==> config.mk <==
export PLATFORM = sky130hd
export DESIGN_NAME = divmmc_ram_arbiter
export DESIGN_NICKNAME = d
export VERILOG_FILES = /design/src/rtl/divmmc_ram_arbiter.sv
export SDC_FILE = /design/constraint.sdc
export NUM_CORES = 1
export LEC_CHECK = 0
export ABC_AREA = 1
export CORE_ASPECT_RATIO = 0.7
export CORE_UTILIZATION = 41
export CTS_BUF_LIST = sky130_fd_sc_hd__clkbuf_4
export CTS_CLUSTER_SIZE = 8
export DETAILED_ROUTE_END_ITERATION = 10
export PLACE_DENSITY = 0.91
export SKIP_CTS_REPAIR_TIMING = 1
export SLEW_MARGIN = 30
export SYNTH_ARGS = -nofsm -noshare
export SYNTH_HDL_FRONTEND = slang
export SYNTH_SLANG_ARGS = --single-unit
==> constraint.sdc <==
create_clock -name clock -period 1.4 [get_ports clock]
set_input_delay 0.35 -clock clock [delete_from_list [all_inputs] [get_ports clock]]
set_output_delay 0.35 -clock clock [all_outputs]
set_load 0.02 [all_outputs]
==> src/rtl/divmmc_ram_arbiter.sv <==
// SRAM arbiter for DivMMC ROM/RAM: serves mapped Z80 accesses and HPS download writes
// on one single-port SRAM, with ROM/mapram write protection and the fixed physical map.
module divmmc_ram_arbiter (
  input  logic        clock,
  input  logic        reset,
  input  logic        mapped,
  input  logic        ramcs,
  input  logic [3:0]  page,
  input  logic        mreq,
  input  logic        rd,
  input  logic        wr,
  input  logic [13:0] a,
  input  logic [7:0]  d,
  output logic [7:0]  q,
  input  logic        dl_req,
  input  logic [17:0] dl_addr,
  input  logic [7:0]  dl_data,
  output logic        dl_ack,
  output logic [17:0] mem_addr,
  output logic [7:0]  mem_d,
  input  logic [7:0]  mem_q,
  output logic        mem_we,
  output logic        mem_oe
);

  // state | meaning
  // IDLE  | no access in flight; CPU request wins over download
  // CRD   | CPU read, SRAM output enabled, data sampled at end of clock
  // CRD2  | CPU read data presented on q
  // CWR   | CPU write strobe (suppressed for a[13]=0)
  // CDONE | CPU access served, wait for mreq to rise
  // DW1   | download address/data setup, strobe low
  // DW2   | download write strobe and ack
  typedef enum logic [2:0] {
    S_IDLE, S_CRD, S_CRD2, S_CWR, S_CDONE, S_DW1, S_DW2
  } state_t;

  state_t state, state_nxt;

  logic        cpu_req;
  logic [17:0] cpu_addr;

  logic [7:0]  q_nxt;
  logic [17:0] mem_addr_nxt;
  logic [7:0]  mem_d_nxt;
  logic        mem_we_nxt;
  logic        mem_oe_nxt;
  logic        dl_ack_nxt;

  assign cpu_req  = mapped && !mreq && (!rd || !wr);
  assign cpu_addr = ramcs ? {1'b0, page, a[12:0]} : {5'b10000, a[12:0]};

  always_ff @(posedge clock or negedge reset) begin
    if (!reset) state <= S_IDLE;
    else        state <= state_nxt;
  end

  always_comb begin
    state_nxt = state;
    case (state)
      S_IDLE: begin
        if (cpu_req && !rd)      state_nxt = S_CRD;
        else if (cpu_req && !wr) state_nxt = S_CWR;
        else if (dl_req)         state_nxt = S_DW1;
      end
      S_CRD:   state_nxt = S_CRD2;
      S_CRD2:  state_nxt = S_CDONE;
      S_CWR:   state_nxt = S_CDONE;
      // exit only on mreq so a single CPU cycle never gets a second access
      S_CDONE: if (mreq) state_nxt = S_IDLE;
      S_DW1:   state_nxt = S_DW2;
      S_DW2:   state_nxt = S_IDLE;
      default: state_nxt = S_IDLE;
    endcase
  end

  // Outputs are registered, so they are decoded from the state being entered.
  always_comb begin
    q_nxt        = q;
    mem_addr_nxt = mem_addr;
    mem_d_nxt    = mem_d;
    mem_we_nxt   = 1'b0;
    mem_oe_nxt   = 1'b0;
    dl_ack_nxt   = 1'b0;
    case (state_nxt)
      S_CRD: begin
        mem_oe_nxt   = 1'b1;
        mem_addr_nxt = cpu_addr;
      end
      S_CRD2: q_nxt = mem_q;
      S_CWR: begin
        mem_addr_nxt = cpu_addr;
        mem_d_nxt    = d;
        mem_we_nxt   = a[13];
      end
      S_DW1: begin
        mem_addr_nxt = dl_addr;
        mem_d_nxt    = dl_data;
      end
      S_DW2: begin
        mem_we_nxt = 1'b1;
        dl_ack_nxt = 1'b1;
      end
      default: ;
    endcase
  end

  always_ff @(posedge clock or negedge reset) begin
    if (!reset) begin
      q        <= 8'hFF;
      mem_addr <= 18'h0;
      mem_d    <= 8'h0;
      mem_we   <= 1'b0;
      mem_oe   <= 1'b0;
      dl_ack   <= 1'b0;
    end else begin
      q        <= q_nxt;
      mem_addr <= mem_addr_nxt;
      mem_d    <= mem_d_nxt;
      mem_we   <= mem_we_nxt;
      mem_oe   <= mem_oe_nxt;
      dl_ack   <= dl_ack_nxt;
    end
  end

endmodule

==> results of run 1 <==
[critical path, delay by kind of cell (launching register included)]
family	cells	cell delay, ns
flip-flops	1	0.44
AND/OR/NAND/NOR	5	0.52
buffers and inverters	3	0.41
[registers in the layout, indices dropped and copies added, names as in the netlist]
register,count
state,3
q,8
mem_addr,18
dl_ack,1
mem_d,8
mem_we,1
mem_oe,1
[per-stage QoR]
step | util | hold slack, ns | instances
5_1_grt | 0.7992 | 0.4478 | 460
4_1_cts | 0.6999 | -0.1127 | 451
6_report | 0.7992 | 0.4574 | 460
2_1_floorplan | - | 0.05441 | 266
3_5_place_dp | 0.6824 | 0.2772 | 443
3_3_place_gp | 0.6824 | 0.2735 | 443
[placed cells by master, fill, tap and decap left out, types with 2 or more instances in the layout]
master           count
mux2_2               8
dfstp_2              8
dlymetal6s2s_1      29
clkdlybuf4s50_1     66
clkbuf_16            3
nor2_4               2
buf_12               5
buf_4               13
nand3_2             18
nand2_2             16
nand2_1             67
nand3_4              3
dfrtp_1             31
inv_2                3
clkinv_4             2
clkbuf_4             5
inv_1               35
buf_6                9
nand3_1             37
nand2_4             18
nor2_1               2
[report_power, final]
part	total (W)	switching [W]	internal, W	leakage, nW
registers	0.00212	0.000339	0.00178	0.486
clock network	0.000783	0.000401	0.000382	0.0454
logic	0.00420	0.00224	0.00197	1.68
total	0.00711	0.00298	0.00413	2.21
[routing by layer]
metal  global-route usage  vias up  wire (um)
met5                    0        -          0
met4              0.06089        0        105
met3              0.06737       10        583
met2               0.3906      100       3722
met1               0.2523     1063       2953
li1                     -     1075          -
[kinds of logic after synthesis]
family	share of synthesized area
simple gates	0.3514
buf+inv	0.1068
flops	0.4821
mux	0.04296
compound gates	0.01671
[final cells by class]
| type | instances | area [sq um] | area share |
|---|---|---|---|
| Sequential cell | 40 | 1012 | 0.2605 |
| Clock buffer | 5 | 37.54 | 0.009662 |
| Inverter | 39 | 148.9 | 0.03833 |
| Tap cell | 69 | 86.33 | 0.02222 |
| Clock inverter | 3 | 47.55 | 0.01224 |
| Multi-Input combinational cell | 176 | 1135 | 0.2921 |
| Timing Repair Buffer | 128 | 1418 | 0.3649 |
[worst max-delay path by stage]
stage                        start  slack, ns  cells after the start      endpoint
after floorplan           state[2]       0.15                      7  mem_addr[10]
after CTS                     q[2]      -0.47                      1          q[2]
after global routing      state[0]      -0.20                      9      mem_d[6]
after global placement        mreq      -0.30                      7  mem_addr[13]
after detailed placement    dl_req      -0.36                      8      mem_d[5]
final                     state[0]      -0.07                      8      mem_d[5]
==> impl_results.md, run 1 <==
* Io pins at 105
* Crit path time final at 1.475 ns
* DIE WIDTH at 87.48 um
* Pwr dens at 1830 nW/um^2
* Leak at 2.214 nW
* GRT Overall Usage at 0.2152
* Worst Max-Slew Pin Slew at 0.3707 ns
* Cell breakdown of the critical path: inv_2 > nand2_2 > nor2_4 > nand3_4 > buf_4 > buf_6 > nand3_1 > nand2_1
* Failing checks: negative setup slack
* Die height at 61.84 um
* Drt drc at 0
* Max VDD drop at 0.8131 mV
* FF-to-FF Start: state[0]
* Mapped Cells at 266
* DR WL/cell at 16.01 um
* Area of the core at 4861 sq um
* Average vias per placed instance at 4.887
* Skew-Pair Late Insertion Delay at 0.34 ns
* CTS buffer count at 5
* Number of synthesized flops with an enable pin at 0
* Layout cells sized above 1 at 0.3043
* Ant diodes at 0
* Post-Place Setup Slack at -0.3572 ns
* Relative slew margins at 0.7528
* Filler cell count at 290
* Initial Utilization at 0.4314
* DIE AREA at 5409 sq um
* CTS tree: done
* Synth Cell Area at 2097 sq um
* Design Area, Final at 3885 sq um
* Via count at 2248
* Final clock skew at 0.01175 ns
* H-tree lvl count at 2
* Clock Tree Buf Depth at 2
* Synth top area cells: dfrtp_1 38%, nand2_1 18%, nand3_1 13%
* Yosys warning count at 0
* Largest net degree at the start of global routing at 20
* Top cells by count, synth: 101 x nand2_1, 54 x nand3_1, 36 x inv_1
* Fin nets at 458
* Post-synth ARST share at 1.000
* CTS sink cnt at 40
* WL final at 7.363 mm
* R2R setup slack at -0.07 ns
* Peak fanout along the critical path at 8
* Main synth FF type: dfrtp_1
* CTS root buffer: clkbuf_4
* Synth cell types at 20
* Initial antenna violation count at 0
* Grt total ovfl at 0
* Outcome: finished with violations
* CP arrival at 1.72 ns
* Final setup margin at -0.07472 ns
* Most common cell in the netlist: nand2_1
* Period Utilization, post-route at 1.053
* Site Rows at 21
* Critical Path Max Stage Delay at 0.44 ns
* Setup CP Type: flop to flop
* Seq/Total Area, Yosys at 0.4821
* Peak Freq at 678.1 MHz
* I/O Buffers at 104
* Placed cell area at 3317 sq um
* Final HPWL DP at 4.440 mm
* Max_cap viols at 0
* Total power at 0.007109 W
* R2R depth at 8
* RSZ-0062 raised after global routing: true
* Slowest cell on the critical path: dfrtp_1
* Final Hold Viols at 0
* Vias in the first global route at 1954
* Iter 0 DRT Violations at 89
* DR pass1 iterations at 4
* GPL Wtd Cong at 0.8546
* CP Launch Type: flop
* Final Max Tran Viols at 0
* Yosys top cell area share at 0.3819
* Final TNS setup at -0.9899 ns
* Setup crit end kind: flop
* Hold Path Class: input port to asynchronous set/reset pin
* Yosys reg bits at 40
* Syn nets at 334
* Worst r2r dst: mem_d[5]
* DRT antenna net count at 0
* Final setup fails at 26
* First-pass GRT wire length at 8.721 mm
* Synth area leader: dfrtp_1
* Syn avg cell area at 7.884 sq um
* Syn-to-layout area delta at 85.26%
* Clk pin slew, worst setup/hold paths at 0.13 ns
* Critical Path RT at 1.65 ns
No activity file was read; power rests on OpenSTA's default activity.
==> run 2, diff against run 1 <==
- PLACE_DENSITY: 0.91 -> 0.84
==> impl_results.md, run 2 (synthesized netlist as in run 1, its figures left out) <==
* Outcome: finished with violations
* Failing checks: negative setup slack
* WHS at 0.4449 ns
* Max reg flops at 18
* Final Max Tran Viols at 0
* FF-to-FF Start: state[1]
* Initial antenna violation count at 0
* CP Launch Type: flop
* Setup CP Type: flop to flop
* WL final at 7.057 mm
* CTS tree: done
* Crit path time final at 1.476 ns
* H-tree lvl count at 2
* GRT Overall Usage at 0.2066
* Largest Register: mem_addr
* Post-Place Setup Slack at -0.3481 ns
* Pwr dens at 1799 nW/um^2
* Combinational power share at 0.602
* Period Utilization, post-route at 1.054
* Io pins at 105
* Hold Path Class: input port to asynchronous set/reset pin
* Layout cells sized above 1 at 0.3367
* Internal power at 0.004233 W
* Die height at 61.84 um
* CTS root buffer: clkbuf_4
* Syn-to-layout area delta at 91.23%
* Leak at 2.252 nW
* Largest net degree at the start of global routing at 19
* Commonest non-fill, non-tap cells in the layout: 67 x nand2_1, 65 x clkdlybuf4s50_1, 34 x inv_1
* CTS buffer count at 5
* R2R setup slack at -0.08 ns
* Grt total ovfl at 0
* Clock Tree Buf Depth at 2
* Skew-Pair Late Insertion Delay at 0.34 ns
* CTS sink cnt at 40
* Final HPWL DP at 4.214 mm
* Switching component of the power at 0.002981 W
* Vias in the first global route at 1890
* Initial Utilization at 0.4314
* Commonest non-fill, non-tap cell in the layout: nand2_1
* Max VDD drop at 0.9523 mV
* Final Hold Viols at 0
* I/O Buffers at 104
* Final setup fails at 27
* Max_cap viols at 0
* Peak fanout along the critical path at 8
* DIE AREA at 5409 sq um
* CP arrival at 1.71 ns
* Drt drc at 0
* Relative slew margins at 0.7656
* Ant diodes at 0
* Setup crit end kind: flop
* DR WL/cell at 15.31 um
* Average vias per placed instance at 4.911
* Area of the core at 4861 sq um
* DRT antenna net count at 0
* Worst r2r dst: mem_d[7]
* Final clock skew at 0.01001 ns
* Regs by FF count: mem_addr (18), mem_d (8), q (8)
* Iter 0 DRT Violations at 71
* GPL Wtd Cong at 0.8197
* Fin nets at 459
* Sw Share at 0.4132
* R2R depth at 9
* Peak Freq at 677.7 MHz
* First-pass GRT wire length at 8.342 mm
* Critical path startpoint: state[1]
* Final setup margin at -0.07552 ns
* DIE WIDTH at 87.48 um
* Site Rows at 21
* Via count at 2264
* Clk pin slew, worst setup/hold paths at 0.12 ns
* Final TNS setup at -0.9367 ns
* Reg power frac at 0.294
* Critical Path RT at 1.63 ns
* DR pass1 iterations at 4
* Clock power share at 0.103
* RSZ-0062 raised after global routing: true
* Worst Max-Slew Pin Slew at 0.3516 ns
-- run 2: cell count changes in the layout (fill, tap and decap cells not counted), moves of 2 or more --
cell,delta
nand2_2,-2
nand3_1,-12
buf_4,-2
clkbuf_16,+2
nand3_2,+12
nand2_4,+2
-- run 2: critical path, cell delays in order (launching register included) --
cell and delay (ns):
dfrtp_1 0.43, inv_2 0.11, nand2_2 0.07, nor2_4 0.12, nand3_4 0.21, clkbuf_16 0.24
nand2_2 0.05, nand2_1 0.04, nand2_1 0.05, nand2_1 0.05
-- run 2: final cells by class --
cell class | count | area [sq um]
Tap cell | 69 | 86.33
Inverter | 39 | 151.4
Multi-Input combinational cell | 176 | 1205
Sequential cell | 40 | 1012
Clock inverter | 3 | 42.54
Fill cell | 278 | 850.8
Clock buffer | 5 | 37.54
Timing Repair Buffer | 129 | 1475
-- run 2: worst max path at each step --
| stage | to | slack, ns | cells past startpoint |
|---|---|---|---|
| 4_1_cts | q[2] | -0.47 | 1 |
| 3_5_place_dp | mem_addr[8] | -0.35 | 7 |
| 6_report | mem_d[7] | -0.08 | 9 |
| 3_3_place_gp | mem_d[5] | -0.29 | 9 |
| 2_1_floorplan | mem_addr[10] | 0.15 | 7 |
| 5_1_grt | mem_d[7] | -0.14 | 9 |
-- run 2: layer usage --
metal	wire length (um)	GRT usage	vias to the layer above
li1	-	-	1081
met1	2825	0.2559	1056
met2	3492	0.3493	111
met3	600	0.06209	16
met4	139	0.07963	0
met5	0	0	-
-- run 2: per-stage QoR --
step | utilization | area, sq um | cells | power, W
CTS | 0.7004 | 3405 | 452 | 0.006471
floorplan | - | 2097 | 266 | 0.003998
global route | 0.8250 | 4010 | 461 | 0.007633
finish | 0.8250 | 4010 | 461 | 0.007214
global placement | 0.6839 | 3324 | 444 | 0.005628
detailed placement | 0.6839 | 3324 | 444 | 0.005713
-- run 2: power by group through the flow --
stage	clock network (W)	registers [W]	logic (W)
finish	0.000744	0.00212	0.00435
global route	0.000807	0.00218	0.00464
CTS	0.000762	0.00208	0.00363
detailed placement	0	0.00209	0.00363
global placement	0	0.00209	0.00354
floorplan	0	0.00270	0.00130
==> run 3, diff against run 2 <==
- SETUP_SLACK_MARGIN: unset -> 0.15
==> impl_results.md, run 3 (synthesized netlist as in run 1, its figures left out) <==
* Setup CP Type: flop to output pin
* Largest Register: mem_addr
* Leak at 1.899 nW
* Clock Tree Buf Depth at 2
* Skew-Pair Late Insertion Delay at 0.34 ns
* DIE WIDTH at 87.48 um
* CTS buffer count at 5
* CTS sink cnt at 40
* Max VDD drop at 1.068 mV
* Fin cells at 463
* I/O Buffers at 104
* WL final at 5.895 mm
* Iter 0 DRT Violations at 90
* DRT antenna net count at 0
* Critical Path Max Stage Delay at 0.56 ns
* CTS tree: done
* Commonest non-fill, non-tap cells in the layout: 86 x nand2_1, 63 x clkdlybuf4s50_1, 42 x nand3_1
* Syn-to-layout area delta at 76.55%
* DR WL/cell at 12.73 um
* Die height at 61.84 um
* Average vias per placed instance at 4.698
* Final clock skew at 0.005511 ns
* Regs by FF count: mem_addr (18), mem_d (8), q (8)
* Peak fanout along the critical path at 2
* Cell family with most CP delay: flip-flops
* Clk pin slew, worst setup/hold paths at 0.12 ns
* Layout cells sized above 1 at 0.3274
* H-tree lvl count at 2
* First-pass GRT wire length at 8.342 mm
* Filler cell count at 334
* GRT Overall Usage at 0.2066
* Drt drc at 0
* CP arrival at 1.03 ns
* Crit path time final at 1.380 ns
* DIE AREA at 5409 sq um
* Vias in the first global route at 1890
* Via count at 2175
* Grt total ovfl at 0
* Final Max Tran Viols at 0
* Cell breakdown of the critical path: buf_4
* Period Utilization, post-route at 0.9859
* CTS root buffer: clkbuf_4
* DR pass1 iterations at 4
* Hold Path Class: input port to asynchronous set/reset pin
* Commonest non-fill, non-tap cell in the layout: nand2_1
* Slowest cell on the critical path: dfstp_2
* Peak Freq at 724.5 MHz
* Largest net degree at the start of global routing at 19
* Final TNS setup at 0 ns
* GR Layer Usage met2 at 0.3493
* Met3 Use GR at 0.06209
* Setup crit end kind: output pin
* Final Hold Viols at 0
* Initial antenna violation count at 0
* Critical Path RT at 1.05 ns
* Max reg flops at 18
* Site Rows at 21
* GRT Max-Usage Layer: met2
* CP Launch Type: flop
* Routing usage on met1 at 0.2559
* Fin nets at 461
* Outcome: finished clean
* Initial Utilization at 0.4314
* Ant diodes at 0
* GPL Wtd Cong at 0.8197
* Pwr dens at 1911 nW/um^2
* Relative slew margins at 0.7617
* Inst Count DP at 444
* Worst Max-Slew Pin Slew at 0.3575 ns
* Area of the core at 4861 sq um
* Final HPWL DP at 4.214 mm
* Max_cap viols at 0
* Io pins at 105
* RSZ-0062 raised after global routing: true
* Final setup fails at 0
* Critical path buffers and inverters at 1
-- run 3: cell count changes in the layout (fill, tap and decap cells not counted), moves of 2 or more --
cell             before  now
clkdlybuf4s50_1      65   63
nand3_2              30   12
dlymetal6s2s_1       30    3
buf_6                 9   41
nand2_1              67   86
buf_4                11   17
nand2_4              20    2
clkbuf_16             5    0
nand3_1              25   42
-- run 3: where the power goes --
group	switching [W]	internal [W]
logic	0.00205	0.00209
clock network	0.000365	0.000373
registers	0.000413	0.00179
-- run 3: cell type report --
class	instances	area, sq um	area share
Timing Repair Buffer	131	1373	0.3707
Sequential cell	40	1012	0.2734
Multi-Input combinational cell	176	999.7	0.2700
Inverter	39	151.4	0.04089
Tap cell	69	86.33	0.02332
Clock inverter	3	42.54	0.01149
Clock buffer	5	37.54	0.01014
-- run 3: final timing paths --
path,startpoint,end,slack (ns),depth (start not counted)
max in group asynchronous,reset,mem_addr[2],0.46,3
setup reg to reg,state[1],mem_d[2],0.03,9
min in group clock,mreq,state[2],0.49,4
hold reg to reg,mem_addr[0],mem_addr[0],0.51,2
hold / removal,reset,mem_we,0.43,2
setup / recovery,q[2],q[2],0.02,1
-- run 3: stage by stage --
stage                     power, W  hold slack (ns)  setup slack (ns)  area (sq um)    util
after global placement    0.005628           0.2735           -0.2860          3324  0.6839
after floorplan           0.003998          0.05441            0.1515          2097       -
after global routing      0.007520           0.4604          -0.05363          3702  0.7616
final                     0.007077           0.4332           0.01972          3702  0.7616
after detailed placement  0.005713           0.2796           -0.3481          3324  0.6839
after CTS                 0.006471          -0.1093           -0.4740          3405  0.7004
-- run 3: layer usage --
layer / share of wire / vias to the layer above / wire [um]
li1: - / 1085 / -
met1: 0.43 / 996 / 2554
met2: 0.48 / 86 / 2835
met3: 0.073 / 8 / 433
met4: 0.012 / 0 / 71
met5: 0 / - / 0
